### src/rtl/mem_arb_pkg.sv
// Shared types and constants for the two-master memory arbiter.
// Optional locking is enabled with the MEM_ARB_LOCK_EN macro (see mem_arbiter).
package mem_arb_pkg;

    typedef enum logic [1:0] {
        ST_IDLE   = 2'd0,
        ST_ACCESS = 2'd1,
        ST_DONE   = 2'd2
    } state_t;

    localparam logic M_CPU = 1'b0;
    localparam logic M_DBG = 1'b1;

endpackage

### src/rtl/mem_arbiter_pick.sv
// Combinational winner selection for the two-master memory arbiter.
// A locked holder with a live request beats everything; otherwise a round-robin or fixed-priority tie-break applies.
module arb_pick
    import mem_arb_pkg::*;
#(
    parameter int FIXED_PRIO = 0
) (
    input  logic [1:0] req,
    input  logic       last,
    input  logic       holder,
    input  logic [1:0] lock,
    output logic       winner,
    output logic       valid,
    output logic       locked
);

    always_comb begin
        winner = M_CPU;
        valid  = |req;
        locked = 1'b0;
        if (req[holder] && lock[holder]) begin
            winner = holder;
            locked = 1'b1;
        end else if (req == 2'b11) begin
            winner = (FIXED_PRIO != 0) ? M_CPU : ~last;
        end else if (req[M_DBG]) begin
            winner = M_DBG;
        end else begin
            winner = M_CPU;
        end
    end

endmodule

### src/rtl/mem_arbiter.sv
// Two-master arbiter (CPU core and debug/loader) in front of a single-port synchronous memory.
// Define MEM_ARB_LOCK_EN to add m0_lock/m1_lock for atomic sequences and loader bursts.
module mem_arbiter
    import mem_arb_pkg::*;
#(
    parameter int WIDTH         = 32,
    parameter int MEM_ADDR_SIZE = 12,
    parameter int FIXED_PRIO    = 0
) (
    input  logic                     clk,
    input  logic                     reset,
`ifdef MEM_ARB_LOCK_EN
    input  logic                     m0_lock,
    input  logic                     m1_lock,
`endif
    input  logic                     m0_req,
    input  logic                     m0_wen,
    input  logic [MEM_ADDR_SIZE-1:0] m0_addr,
    input  logic [WIDTH-1:0]         m0_wdata,
    output logic [WIDTH-1:0]         m0_rdata,
    output logic                     m0_ack,
    input  logic                     m1_req,
    input  logic                     m1_wen,
    input  logic [MEM_ADDR_SIZE-1:0] m1_addr,
    input  logic [WIDTH-1:0]         m1_wdata,
    output logic [WIDTH-1:0]         m1_rdata,
    output logic                     m1_ack,
    output logic                     mem_cs,
    output logic                     mem_wen,
    output logic [MEM_ADDR_SIZE-1:0] mem_addr,
    output logic [WIDTH-1:0]         mem_wdata,
    input  logic [WIDTH-1:0]         mem_rdata,
    output logic                     grant,
    output logic                     busy
);

    state_t     state;
    logic       last;
    logic       locked_grant;
    logic [1:0] lock_vec;
    logic       pick_win;
    logic       pick_valid;
    logic       pick_locked;

`ifdef MEM_ARB_LOCK_EN
    assign lock_vec = {m1_lock, m0_lock};
`else
    assign lock_vec = 2'b00;
`endif

    arb_pick #(
        .FIXED_PRIO (FIXED_PRIO)
    ) u_pick (
        .req    ({m1_req, m0_req}),
        .last   (last),
        .holder (grant),
        .lock   (lock_vec),
        .winner (pick_win),
        .valid  (pick_valid),
        .locked (pick_locked)
    );

    always_ff @(posedge clk or negedge reset) begin
        if (!reset) begin
            state        <= ST_IDLE;
            last         <= M_CPU;
            locked_grant <= 1'b0;
            mem_cs       <= 1'b0;
            mem_wen      <= 1'b0;
            mem_addr     <= '0;
            mem_wdata    <= '0;
            m0_rdata     <= '0;
            m1_rdata     <= '0;
            m0_ack       <= 1'b0;
            m1_ack       <= 1'b0;
            grant        <= M_CPU;
            busy         <= 1'b0;
        end else begin
            m0_ack <= 1'b0;
            m1_ack <= 1'b0;
            case (state)
                ST_IDLE: begin
                    if (pick_valid) begin
                        mem_cs       <= 1'b1;
                        mem_wen      <= pick_win ? m1_wen   : m0_wen;
                        mem_addr     <= pick_win ? m1_addr  : m0_addr;
                        mem_wdata    <= pick_win ? m1_wdata : m0_wdata;
                        grant        <= pick_win;
                        locked_grant <= pick_locked;
                        busy         <= 1'b1;
                        state        <= ST_ACCESS;
                    end
                end
                ST_ACCESS: begin
                    mem_cs  <= 1'b0;
                    mem_wen <= 1'b0;
                    state   <= ST_DONE;
                end
                ST_DONE: begin
                    // Read data is captured on writes too; the memory decides old or new word.
                    if (grant == M_DBG) begin
                        m1_rdata <= mem_rdata;
                        m1_ack   <= 1'b1;
                    end else begin
                        m0_rdata <= mem_rdata;
                        m0_ack   <= 1'b1;
                    end
                    if (FIXED_PRIO == 0 && !locked_grant) begin
                        last <= grant;
                    end
                    busy  <= 1'b0;
                    state <= ST_IDLE;
                end
                default: begin
                    state <= ST_IDLE;
                end
            endcase
        end
    end

endmodule

### config.mk
export PLATFORM = sky130hd
export DESIGN_NAME = mem_arbiter
export DESIGN_NICKNAME = d
export VERILOG_FILES = /design/src/rtl/mem_arb_pkg.sv /design/src/rtl/mem_arbiter_pick.sv /design/src/rtl/mem_arbiter.sv
export SDC_FILE = /design/constraint.sdc
export NUM_CORES = 1
export LEC_CHECK = 0
export BUFFER_PORTS_ARGS = -buffer_cell sky130_fd_sc_hd__clkbuf_2
export CORE_MARGIN = 2
export CORE_UTILIZATION = 40
export CTS_BUF_LIST = sky130_fd_sc_hd__clkbuf_8
export DETAILED_ROUTE_END_ITERATION = 16
export PLACE_DENSITY = 0.78
export SLEW_MARGIN = 20
export SYNTH_ARGS = -nofsm -noshare
export SYNTH_HDL_FRONTEND = slang
export SYNTH_SLANG_ARGS = --single-unit
### constraint.sdc
create_clock -name clk -period 2.6 [get_ports clk]
set_input_delay 0.78 -clock clk [delete_from_list [all_inputs] [get_ports clk]]
set_output_delay 0.78 -clock clk [all_outputs]
set_load 0.01 [all_outputs]
==> qor.yml <==
grt_overflow: 0
crit_arrival_ps: 2130
final_cell_mix: "clkbuf_2 (238), dfrtp_1 (117), mux2_4 (104)"
die_w_um: 119
cts_root_buffer: "clkbuf_8"
io_buffers: 239
clk_pin_slew_ps: 70
power.density_nw_per_um2: 1230
status: "finished clean"
n_antenna_cell: 0
max_stage_delay_ps: 480
place_ws_ps: 331
grt_pass1_wl_um: 19200
max_freq_mhz: 550
post-cts-setup-buffers: 0
finalSetupTns_ps: 0
firstDrtPassIters: 4
ctsResizeCount: 0
avgViaCountPerCell: 4.64
num_io_pins: 240
placed_cells: 712
wl_um: 11600
synth_cell_types: 18
worst_slew_pin_slew_ps: 502
drcViolationCount: 0
rsz0062_at_grt: "false"
crit_required_ps: 2910
ys_seq_elements: 117
fin_skew_ps: 7.54
grt_pass1_vias: 3740
crit_chain: "nand2b_1, or2_2, buf_12, mux2_4"
die-area_um2: 14300
synth_nets: 430
power_w: 0.00868
finalSetupViolations: 0
final.min_clock_period_ps: 1820
yosysWarnings: 0
layout_commonest_cell: "clkbuf_2"
postPlaceCellArea_um2: 6700
post-route-period-util: 0.700
num_vias: 3451
antenna_found_initial: 0
cts_buffers: 17
setup_slack_ps: 781
layout-drive-gt1-share: 0.766
wl_per_cell_um: 15.6
hold_viol_final: 0
cts_tree: "yes"
drv_cap: 0
syn_inst: 304
gp_congestion: 0.731
start_util: 0.405
irDropWorstVdd_v: 0.000505
synth_seq_area_share: 0.550
ant_nets: 0
drt_iter0_drc: 167
worstSetupPathType: "flop to flop"
finalInstanceArea_um2: 7080
die_h_um: 119
hold_class: "input port to async pin"
hold_buffers: 0
cp_top_family: "simple AND/OR/NAND/NOR gates"
core_area_um2: 13100
clk_path_buf_depth: 2
htree_levels: 4
hpwlAfterDp_um: 8780
rows: 42
clock_latency_ps: 430
grt_usage: 0.173
grt_max_degree: 44
relSlewSlack: 0.665
syn_avg_cell_area_um2: 17.5
clock_sinks: 117
num-fill-cells: 1077
crit_fanout: 22
worst-path-buf-inv: 1
crit_path_end_kind: "flop"
synth_area_um2: 5330
p_leak_nw: 3.77
cp-start-kind: "flop"
finalMaxSlewViolations: 0
fin_cells: 744
fin_nets: 681
area_delta_synth_final_pct: 32.9
cp_slowest_cell: "or2_2"
[worst paths after layout]
| kind | end | startpoint | slack (ps) | cells past startpoint |
|---|---|---|---|---|
| max | m1_rdata[11]$_DFFE_PN0P_ | state[0]$_DFFE_PN0P_ | 780 | 4 |
| min | m1_rdata[12]$_DFFE_PN0P_ | reset | 320 | 1 |
| max reg2reg | m1_rdata[11]$_DFFE_PN0P_ | state[0]$_DFFE_PN0P_ | 780 | 4 |
| min reg2reg | busy$_DFFE_PN0P_ | busy$_DFFE_PN0P_ | 500 | 1 |
| max in group asynchronous | m1_rdata[5]$_DFFE_PN0P_ | reset | 1600 | 2 |
| min in group clk | busy$_DFFE_PN0P_ | busy$_DFFE_PN0P_ | 500 | 1 |
[state kept, by name (all words and copies together), names as in the netlist]
signal	cells
m1_rdata	32
mem_wen	1
mem_cs	1
mem_wdata	32
grant	1
m1_ack	1
m0_ack	1
busy	1
m0_rdata	32
last	1
state	2
mem_addr	12
[cells by family after synthesis]
logic type / after synthesis / share of synthesized area
AO/OA/AOI/OAI: 4 / 0.00634
buffers and inverters: 20 / 0.0362
AND/OR/NAND/NOR: 9 / 0.00940
multiplexers: 154 / 0.398
flip-flops: 117 / 0.550
[where the power goes]
part / leakage (nW) / internal, W / switching [W]
logic: 2.20 / 0.00219 / 0.00159
clock network: 0.189 / 0.000866 / 0.000734
registers: 1.38 / 0.00276 / 0.000545
[layout make-up]
cell class,count,area (µm²),share of cell area
clock buffer,18,248,0.0350
multi-input combinational,167,2210,0.312
inverter,3,11.3,0.00159
tap,176,220,0.0311
timing repair buffer,249,1320,0.187
sequential,117,2930,0.414
clock inverter,14,138,0.0194
[synth_stat cells, drive strengths merged]
library cell | count | area (µm²)
a21bo | 1 | 10.0
a21o | 2 | 15.0
buf | 17 | 181
dfrtp | 117 | 2930
inv | 3 | 11.3
mux2 | 152 | 2100
mux2i | 2 | 20.0
nand2 | 3 | 11.3
nand2b | 2 | 12.5
nor2 | 2 | 10.0
nor3 | 1 | 10.0
o32ai | 1 | 8.76
or2 | 1 | 6.26
[metal layers]
metal,routed length (µm),global-route usage
met1,4810,0.210
met3,883,0.0575
met4,176,0.0662
met5,0,0
met2,5730,0.286
[per-stage QoR]
step,utilization,hold WS (ps)
2_1_floorplan,-,448
3_3_place_gp,0.510,462
3_5_place_dp,0.510,467
4_1_cts,0.539,301
5_1_grt,0.539,322
6_report,0.539,322
(Power assumes the default switching activity.)
